--- config.mk ---
export PLATFORM = sky130hd
export DESIGN_NAME = syn_lb_addr_dec
export DESIGN_NICKNAME = d
export VERILOG_FILES = /design/src/rtl/syn_lb_pkg.sv /design/src/rtl/syn_lb_addr_dec.sv
export SDC_FILE = /design/constraint.sdc
export NUM_CORES = 1
export LEC_CHECK = 0
export BUFFER_PORTS_ARGS = -buffer_cell sky130_fd_sc_hd__buf_4
export CORE_ASPECT_RATIO = 0.75
export CORE_MARGIN = 2
export CORE_UTILIZATION = 44
export CTS_CLUSTER_DIAMETER = 80
export CTS_CLUSTER_SIZE = 30
export DETAILED_ROUTE_END_ITERATION = 6
export HOLD_SLACK_MARGIN = 0.15
export PLACE_DENSITY = 0.78
export SYNTH_ARGS = -nofsm -noshare
export SYNTH_HDL_FRONTEND = slang
export SYNTH_SLANG_ARGS = --single-unit
--- constraint.sdc ---
create_clock -name clk_ir -period 2.6 [get_ports clk_ir]
set_input_delay 0.52 -clock clk_ir [delete_from_list [all_inputs] [get_ports clk_ir]]
set_output_delay 0.52 -clock clk_ir [all_outputs]
set_load 0.02 [all_outputs]
--- src/rtl/syn_lb_pkg.sv ---
// syn_lb_pkg: shared types and constants for the local-bus address decoder.
package syn_lb_pkg;

    // Decoder transaction sequencing.
    typedef enum logic [1:0] {
        IDLE  = 2'd0,
        ISSUE = 2'd1,
        WAIT  = 2'd2,
        RESP  = 2'd3
    } lb_dec_fsm_t;

    // Kind of the captured transaction.
    typedef enum logic {
        LB_RD = 1'b0,
        LB_WR = 1'b1
    } lb_txn_t;

    // Read data returned with an error response; wide enough for any DATA_W,
    // users size-cast it down to their data width.
    localparam int unsigned              LB_ERR_DATA_W = 1024;
    localparam logic [LB_ERR_DATA_W-1:0] LB_ERR_DATA   = '0;

endpackage : syn_lb_pkg

--- src/rtl/syn_lb_addr_dec.sv ---
// syn_lb_addr_dec: local-bus slave-side decoder. Accepts one lb read/write at
// a time, decodes the upper SEL_W address bits to a slave index, forwards a
// one-cycle enable pulse to that slave, waits for its ack and returns a
// one-cycle valid (with read data / error) to the master.
// Optional build macro: SYN_LB_DEC_TIMEOUT_EN adds a wait-state timeout of
// TIMEOUT_CYC cycles that ends the transaction with an error response.
module syn_lb_addr_dec
    import syn_lb_pkg::*;
#(
    parameter int DATA_W      = 32,
    parameter int ADDR_W      = 12,
    parameter int SEL_W       = 4,
    parameter int NUM_SL      = 4,
    parameter int TIMEOUT_CYC = 255
) (
    input  logic                      clk_ir,
    input  logic                      rst_il,
    input  logic                      lb_rd_en_i,
    input  logic                      lb_wr_en_i,
    input  logic [ADDR_W-1:0]         lb_addr_i,
    input  logic [DATA_W-1:0]         lb_wr_data_i,
    output logic                      lb_wr_valid_o,
    output logic                      lb_rd_valid_o,
    output logic [DATA_W-1:0]         lb_rd_data_o,
    output logic                      lb_err_o,
    output logic                      lb_busy_o,
    output logic [NUM_SL-1:0]         sl_rd_en_o,
    output logic [NUM_SL-1:0]         sl_wr_en_o,
    output logic [ADDR_W-SEL_W-1:0]   sl_addr_o,
    output logic [DATA_W-1:0]         sl_wr_data_o,
    input  logic [NUM_SL-1:0]         sl_wr_valid_i,
    input  logic [NUM_SL-1:0]         sl_rd_valid_i,
    input  logic [NUM_SL*DATA_W-1:0]  sl_rd_data_i
);

    localparam int               SLA_W    = ADDR_W - SEL_W;
    localparam logic [SEL_W:0]   NUM_SL_V = (SEL_W + 1)'(NUM_SL);

    // Elaboration-time parameter sanity checks.
    if (NUM_SL < 1 || NUM_SL > (1 << SEL_W)) begin : g_bad_num_sl
        $error("syn_lb_addr_dec: NUM_SL must be in 1..2**SEL_W");
    end
    if (TIMEOUT_CYC < 1) begin : g_bad_timeout
        $error("syn_lb_addr_dec: TIMEOUT_CYC must be at least 1");
    end

    lb_dec_fsm_t        state_q,        state_d;
    lb_txn_t            txn_q,          txn_d;
    logic [SEL_W-1:0]   idx_q,          idx_d;
    logic [SLA_W-1:0]   sl_addr_q,      sl_addr_d;
    logic [DATA_W-1:0]  sl_wr_data_q,   sl_wr_data_d;
    logic [NUM_SL-1:0]  sl_rd_en_q,     sl_rd_en_d;
    logic [NUM_SL-1:0]  sl_wr_en_q,     sl_wr_en_d;
    logic               lb_wr_valid_q,  lb_wr_valid_d;
    logic               lb_rd_valid_q,  lb_rd_valid_d;
    logic [DATA_W-1:0]  lb_rd_data_q,   lb_rd_data_d;
    logic               lb_err_q,       lb_err_d;
    logic               lb_busy_q,      lb_busy_d;

`ifdef SYN_LB_DEC_TIMEOUT_EN
    localparam int         CNT_W   = $clog2(TIMEOUT_CYC + 1);
    localparam logic [CNT_W-1:0] CNT_MAX = CNT_W'(TIMEOUT_CYC);
    logic [CNT_W-1:0]      cnt_q,   cnt_d;
    logic [CNT_W-1:0]      cnt_inc;
    assign cnt_inc = cnt_q + CNT_W'(1);
`endif

    logic [SEL_W-1:0]   req_idx;
    logic               req_bad;
    logic [NUM_SL-1:0]  req_onehot;
    logic               sel_ack;
    logic [DATA_W-1:0]  sel_data;

    assign req_idx = lb_addr_i[ADDR_W-1 -: SEL_W];
    assign req_bad = ({1'b0, req_idx} >= NUM_SL_V);

    // One-hot slave select for the incoming request address.
    always_comb begin
        req_onehot = '0;
        for (int k = 0; k < NUM_SL; k++) begin
            if (req_idx == SEL_W'(k)) req_onehot[k] = 1'b1;
        end
    end

    // Pick the captured slave's ack (of the captured type only) and read data.
    always_comb begin
        sel_ack  = 1'b0;
        sel_data = '0;
        for (int k = 0; k < NUM_SL; k++) begin
            if (idx_q == SEL_W'(k)) begin
                sel_ack  = (txn_q == LB_WR) ? sl_wr_valid_i[k] : sl_rd_valid_i[k];
                sel_data = sl_rd_data_i[k*DATA_W +: DATA_W];
            end
        end
    end

    // Next-state and next-output logic of the transaction FSM.
    always_comb begin
        // NOTE: every signal gets a default first so no path leaves it unassigned (no latches).
        state_d       = state_q;
        txn_d         = txn_q;
        idx_d         = idx_q;
        sl_addr_d     = sl_addr_q;
        sl_wr_data_d  = sl_wr_data_q;
        lb_rd_data_d  = lb_rd_data_q;
        lb_busy_d     = lb_busy_q;
        sl_rd_en_d    = '0;
        sl_wr_en_d    = '0;
        lb_wr_valid_d = 1'b0;
        lb_rd_valid_d = 1'b0;
        lb_err_d      = 1'b0;
`ifdef SYN_LB_DEC_TIMEOUT_EN
        cnt_d         = cnt_q;
`endif
        unique case (state_q)
            IDLE: begin
                if (lb_rd_en_i || lb_wr_en_i) begin
                    // Write wins when both enables arrive together.
                    txn_d        = lb_wr_en_i ? LB_WR : LB_RD;
                    idx_d        = req_idx;
                    sl_addr_d    = lb_addr_i[SLA_W-1:0];
                    sl_wr_data_d = lb_wr_data_i;
                    lb_busy_d    = 1'b1;
                    if (req_bad) begin
                        state_d      = RESP;
                        lb_err_d     = 1'b1;
                        lb_rd_data_d = DATA_W'(LB_ERR_DATA);
                        if (lb_wr_en_i) lb_wr_valid_d = 1'b1;
                        else            lb_rd_valid_d = 1'b1;
                    end else begin
                        state_d = ISSUE;
                        if (lb_wr_en_i) sl_wr_en_d = req_onehot;
                        else            sl_rd_en_d = req_onehot;
                    end
                end
            end
            ISSUE: begin
                state_d = WAIT;
`ifdef SYN_LB_DEC_TIMEOUT_EN
                cnt_d   = '0;
`endif
            end
            WAIT: begin
                if (sel_ack) begin
                    state_d = RESP;
                    if (txn_q == LB_WR) begin
                        lb_wr_valid_d = 1'b1;
                        lb_rd_data_d  = '0;
                    end else begin
                        lb_rd_valid_d = 1'b1;
                        lb_rd_data_d  = sel_data;
                    end
                end
`ifdef SYN_LB_DEC_TIMEOUT_EN
                else if (cnt_inc == CNT_MAX) begin
                    state_d      = RESP;
                    lb_err_d     = 1'b1;
                    lb_rd_data_d = DATA_W'(LB_ERR_DATA);
                    if (txn_q == LB_WR) lb_wr_valid_d = 1'b1;
                    else                lb_rd_valid_d = 1'b1;
                end else begin
                    cnt_d = cnt_inc;
                end
`endif
            end
            RESP: begin
                state_d   = IDLE;
                lb_busy_d = 1'b0;
            end
            default: state_d = IDLE;
        endcase
    end

    // State and registered outputs; reset abandons any transaction in flight.
    always_ff @(posedge clk_ir or negedge rst_il) begin
        if (!rst_il) begin
            state_q       <= IDLE;
            txn_q         <= LB_RD;
            idx_q         <= '0;
            sl_addr_q     <= '0;
            sl_wr_data_q  <= '0;
            sl_rd_en_q    <= '0;
            sl_wr_en_q    <= '0;
            lb_wr_valid_q <= 1'b0;
            lb_rd_valid_q <= 1'b0;
            lb_rd_data_q  <= '0;
            lb_err_q      <= 1'b0;
            lb_busy_q     <= 1'b0;
`ifdef SYN_LB_DEC_TIMEOUT_EN
            cnt_q         <= '0;
`endif
        end else begin
            // NOTE: non-blocking so every flop samples the pre-edge values of the others.
            state_q       <= state_d;
            txn_q         <= txn_d;
            idx_q         <= idx_d;
            sl_addr_q     <= sl_addr_d;
            sl_wr_data_q  <= sl_wr_data_d;
            sl_rd_en_q    <= sl_rd_en_d;
            sl_wr_en_q    <= sl_wr_en_d;
            lb_wr_valid_q <= lb_wr_valid_d;
            lb_rd_valid_q <= lb_rd_valid_d;
            lb_rd_data_q  <= lb_rd_data_d;
            lb_err_q      <= lb_err_d;
            lb_busy_q     <= lb_busy_d;
`ifdef SYN_LB_DEC_TIMEOUT_EN
            cnt_q         <= cnt_d;
`endif
        end
    end

    assign lb_wr_valid_o = lb_wr_valid_q;
    assign lb_rd_valid_o = lb_rd_valid_q;
    assign lb_rd_data_o  = lb_rd_data_q;
    assign lb_err_o      = lb_err_q;
    assign lb_busy_o     = lb_busy_q;
    assign sl_rd_en_o    = sl_rd_en_q;
    assign sl_wr_en_o    = sl_wr_en_q;
    assign sl_addr_o     = sl_addr_q;
    assign sl_wr_data_o  = sl_wr_data_q;

endmodule : syn_lb_addr_dec

-- Word level (Yosys, flattened, before mapping)
Cells that the tools add are included.
- $lt $le $gt $ge: 1
- equality and inequality tests: 12
- multiplexer cells: 50
- reductions and logical operators: 10
- operators with widths (operator ; number):
    $mux W32 ; 8
    $pmux W32 S2 ; 1
    $mux W4 ; 8
    $mux W1 ; 26
    $eq A4 B2 Y1 const B ; 4
    $eq A4 B1 Y1 const B ; 2
    $logic_not A4 Y1 ; 2
    $pmux W2 S4 ; 1
    $mux W2 ; 3
    $ne A2 B2 Y1 const B ; 3
    $pmux W1 S2 ; 3
    $reduce_and A2 Y1 ; 3
    $eq A2 B2 Y1 const B ; 2
    $ge A4 B3 Y1 const B ; 1
    $reduce_and A4 Y1 ; 1
    $reduce_bool A2 Y1 ; 2
    $eq A2 B1 Y1 const B ; 1
    $logic_not A2 Y1 ; 1
    $logic_or A1 B1 Y1 ; 1
- flip-flop bits (word level): 91
- input port bits: 184
- logic and storage cells: 85

-- Depth between registers and ports, before layout
- depth in word-level cells: 8
- mapped depth: 8
- depth with buffers taken out: 6

-- Worst setup path before layout
No wires, ideal clock.
- kind: flip-flop to flip-flop
- from: register state_q[1]
- to: register idx_q[3]
- library setup time: 0.125 ns
- data arrival time: 1.787 ns
- path slack: 0.688 ns
- cell stages (with the launch flop): 8
- buffers on the path: 3
- cells stage by stage: dfrtp_1 > inv_1 > ha_1 > clkbuf_8 > o21ai_0 > clkbuf_1 > buf_2 > mux2_2
- longest elaborated chain between the ends: 2
- RTL lines (item ; line ; RTL):
    start: declaration ; syn_lb_addr_dec.sv:47 ; lb_dec_fsm_t state_q, state_d;
    start signal: assignment ; syn_lb_addr_dec.sv:194 ; state_q <= state_d;
    $logic_not A2 Y1 ; syn_lb_addr_dec.sv:115 ; unique case (state_q)
    $reduce_and A2 Y1 (no source line) ; -- ;
    end signal: assignment ; syn_lb_addr_dec.sv:196 ; idx_q <= idx_d;
    end: declaration ; syn_lb_addr_dec.sv:49 ; logic [SEL_W-1:0] idx_q, idx_d;
No other way between the ends.
A chain may end at the register's enable or synchronous reset.

-- Final worst setup path
- from: register idx_q[0]
- to: register lb_rd_data_q[22] (netlist: lb_rd_data_o[22])
- longest elaborated chain between the ends: 8
- elaborated cells between the ends (all ways): 17
- classes of those cells: eq/ne: 4; mux: 11; reduce/logical: 2
- RTL lines (item ; line ; RTL):
    $logic_not A4 Y1 ; syn_lb_addr_dec.sv:90 ; if (idx_q == SEL_W'(k)) begin
    $mux W32 (4 in a row) ; syn_lb_addr_dec.sv:90 ;
    $mux W32 ; syn_lb_addr_dec.sv:146 ; if (txn_q == LB_WR) begin
    $mux W32 ; syn_lb_addr_dec.sv:144 ; if (sel_ack) begin
    $pmux W32 S2 ; syn_lb_addr_dec.sv:115 ;
    end signal: assignment ; syn_lb_addr_dec.sv:203 ; lb_rd_data_q <= lb_rd_data_d;
    end: declaration ; syn_lb_addr_dec.sv:56 ; logic [DATA_W-1:0] lb_rd_data_q, lb_rd_data_d;
Several ways; a longest one is shown, not always the timed one. The select of a mux whose other input is x is not followed.

==> key figures <==
Placement
  • Placed standard-cell area: ~0.0066 sq mm
  • Routability Congestion: a little over 0.9
  • Post-detailed-placement half-perimeter wirelength: roughly 11,000 um
  • Total of buffers placed on input and output ports: around 270

Setup path
  • Required @ worst endpoint: 2.80 ns
  • Critical path startpoint: idx_q[0]$_DFFE_PN0P_
  • Peak per-stage delay on the critical path: 0.70 ns
  • Worst path top cell family by delay: flip-flops
  • Setup slack on the worst flop-to-flop path: 0.46 ns
  • Cell with the largest stage delay on the worst path: dfrtp_1
  • Reg2Reg Capture Point: lb_rd_data_o[22]$_DFFE_PN0P_
  • Launch point of the worst reg-to-reg path: idx_q[0]$_DFFE_PN0P_
  • Depth of the most critical reg-to-reg path: 5
  • Worst endpoint data arrival time: 2.35 ns
  • Critical-path cell list: buf_4 -> nand2b_1 -> buf_12 -> o221ai_1 -> o2bb2ai_1
  • Top fanout value on the critical path: 27
  • Sum of buffers and inverters on the critical path: 2
  • Critical Path Source Type: register
  • Crit end category: register
  • Critical path class: reg2reg

Global route
  • Largest net degree at the start of global routing: 49
  • Global-route wire length before repair: 21,740 um
  • GRT Total Usage: 25.22%
  • Initial antenna violation count: 0
  • Final global-route overflow total: 0
  • Via count of the first global-routing pass: between 4,000 and 5,000

Clocking
  • # Post-CTS Setup Buffers: 0
  • Maximum root-to-sink buffer count: 2
  • Number of buffers inserted for hold repair after clock tree synthesis: 0
  • Number of clock sinks: 91
  • Clock Latency Late Sink: 0.33 ns
  • Clock root cell: clkbuf_16
  • Total clock buffers created by CTS: 9
  • Clk pin slew, worst setup/hold paths: around 0.06 ns
  • Count of cells resized by post-cts repair: 0
  • Htree depth: 3
  • CTS tree: done

Timing
  • Remaining max-slew budget at the tightest pin: 33.99%
  • Number of hold violations in the final report: 0
  • Fin crit share: 82.41%
  • Final count of pins violating max slew: 0
  • Unrepaired setup endpoints after global routing: false
  • Pin slew with the least headroom to its limit: 0.9864 ns
  • Total negative setup slack: 0 ns
  • Final setup violation count: 0
  • Worst Clk Skew: 0.007001 ns
  • Achievable frequency: between 0.4 and 0.5 GHz
  • Minimum clock period after layout: 2.143 ns

Floorplanning
  • Initial core utilization: 45.89%
  • Area of the core region: 0.009774 sq mm
  • DIE HEIGHT: 91.44 um
  • # rows: 31
  • Full die area: 0.01103 sq mm
  • Ports: 268
  • Die Width: 120.6 um

Pwr
  • Peak ir drop on the vdd network: 0.0007399 V
  • Power Dens Cells: 1078 mW/mm^2
  • Standby leakage power: 3.338 nW
  • Post-layout power: 0.007410 W

Worst hold path
  • Min-delay worst type: in2async

Routing
  • Post-DRT Antenna Nets: 0
  • WL final: 14,190 um
  • Via count: approximately 4,000
  • Via density: 5.490
  • Initial DRT Pass Iterations: 4
  • Number of design-rule violations left by the first detailed-router iteration: 199
  • Wire per inst: 18.95 um
  • Detailed-route DRC error count: 0

Synth
  • Combinational family with the most area after synthesis: compound AO/OA/AOI/OAI gates
  • Synthesized netlist net count: approximately 540
  • Number of cells produced by synthesis: 356
  • Area share of xor/xnor cells in the synthesized design: 0%
  • Share of synthesized cell area in and, or, nand and nor gates: roughly 8.2%
  • Cell area after synthesis: 0.004486 sq mm
  • Post-synthesis area per instance: 12.60 sq um
  • Adder-cell share of the synthesized area: 0.8368%
  • Portion of the post-synthesis area used by sequential elements: between 50 and 60%
  • FF+latch count, synth: 91
  • Yosys warning total: 0
  • Post-synthesis cell type count: 38
  • Portion of netlist area occupied by mux cells: 14.28%
  • Fraction of the mapped netlist area in compound gates: around 22%

Cells and area
  • Commonest non-fill, non-tap cell in the layout: buf_4
  • Commonest cells after routing, fill and taps aside: buf_4 (274), dfrtp_1 (90), mux2_2 (56), nor2b_1 (28)
  • Post-Layout Inst Area: about 0.007 sq mm
  • Fill cell count: 769
  • Antenna fix cells: 0
  • Fraction of final layout cells with drive strength greater than 1: 59.16%
  • Synth-to-layout area growth: 53.31%
  • Nets: 800

Status
  • Status: finished, final reports clean

Job
  • Max-cap viol count: 0
[registers in the layout, indices dropped and copies added (netlist names)]
name,flops
lb_err_o,1
lb_busy_o,1
lb_wr_valid_o,1
sl_wr_en_o,4
state_q,2
sl_addr_o,8
lb_rd_valid_o,1
sl_rd_en_o,4
txn_q,1
lb_rd_data_o,32
sl_wr_data_o,32
idx_q,4
[kinds of logic after synthesis]
| group | Yosys count |
|---|---|
| simple gates | 68 |
| compound gates | 104 |
| mux | 57 |
| fa+ha+maj | 3 |
| buf+inv | 33 |
| flops | 91 |
[power breakdown]
part | internal, W | total (W) | switching (W)
sequential | 0.00192 | 0.00228 | 0.000353
clock | 0.000737 | 0.00123 | 0.000490
combinational | 0.00183 | 0.00391 | 0.00208
total | 0.00449 | 0.00741 | 0.00292
[per-layer routing]
layer	vias up	track usage (%)	wire, um
li1	1876	-	-
met1	2005	31.59	5554
met2	208	41.62	7138
met3	23	8.166	1229
met4	0	7.655	271
met5	-	0	0
[stage by stage]
step,hold slack [ns],cells,setup WS [ns],utilization [%]
2_1_floorplan,0.2244,356,0.6884,-
3_3_place_gp,0.4718,734,0.4810,67.52
3_5_place_dp,0.4752,734,0.4193,67.52
4_1_cts,0.2176,749,0.4827,70.35
5_1_grt,0.2411,749,0.3410,70.35
6_report,0.2029,749,0.4572,70.35
[cells in the mapped netlist, drive strengths merged]
master   count  share of area [%]
nand2b       1               0.14
clkbuf      18                2.0
nor3         4               0.56
a22o         1               0.22
ha           3               0.84
nor4         2               0.28
buf         12                1.8
inv          3               0.25
o2bb2ai     32                7.6
or2b         1               0.20
mux2i        1               0.22
a311o        1               0.22
dfrtp       91                 51
nand3        3               0.33
and2b        1               0.20
and3         1               0.14
o21ai        5               0.64
a211o       27                5.3
nor2b       28                3.9
a221oi       1               0.20
o22ai        7                1.3
nand2       13                1.1
nor4b        1               0.20
o31ai        1               0.47
a2111oi      1               0.61
a21oi        1               0.11
or2          1               0.14
o221ai      27                5.3
nor2        12                1.0
mux2        56                 14
[layout make-up]
| class | instances | area, sq um | area share (%) |
|---|---|---|---|
| sequential | 91 | 2278 | 33.13 |
| clock buffer | 12 | 236.5 | 3.439 |
| tap | 132 | 165.2 | 2.402 |
| timing repair buffer | 276 | 2097 | 30.49 |
| multi-input combinational | 232 | 2048 | 29.79 |
| clock inverter | 3 | 40.04 | 0.5822 |
| inverter | 3 | 11.26 | 0.1638 |
[worst max path at each step]
stage	to	slack (ns)	cells past startpoint
5_1_grt	lb_rd_data_o[14]$_DFFE_PN0P_	0.34	6
3_3_place_gp	lb_rd_data_o[1]$_DFFE_PN0P_	0.48	6
4_1_cts	lb_rd_data_o[22]$_DFFE_PN0P_	0.48	5
6_report	lb_rd_data_o[22]$_DFFE_PN0P_	0.46	5
2_1_floorplan	idx_q[3]$_DFFE_PN0P_	0.69	7
3_5_place_dp	lb_rd_data_o[22]$_DFFE_PN0P_	0.42	6
Note: power is estimated with default switching activity, not from simulation.
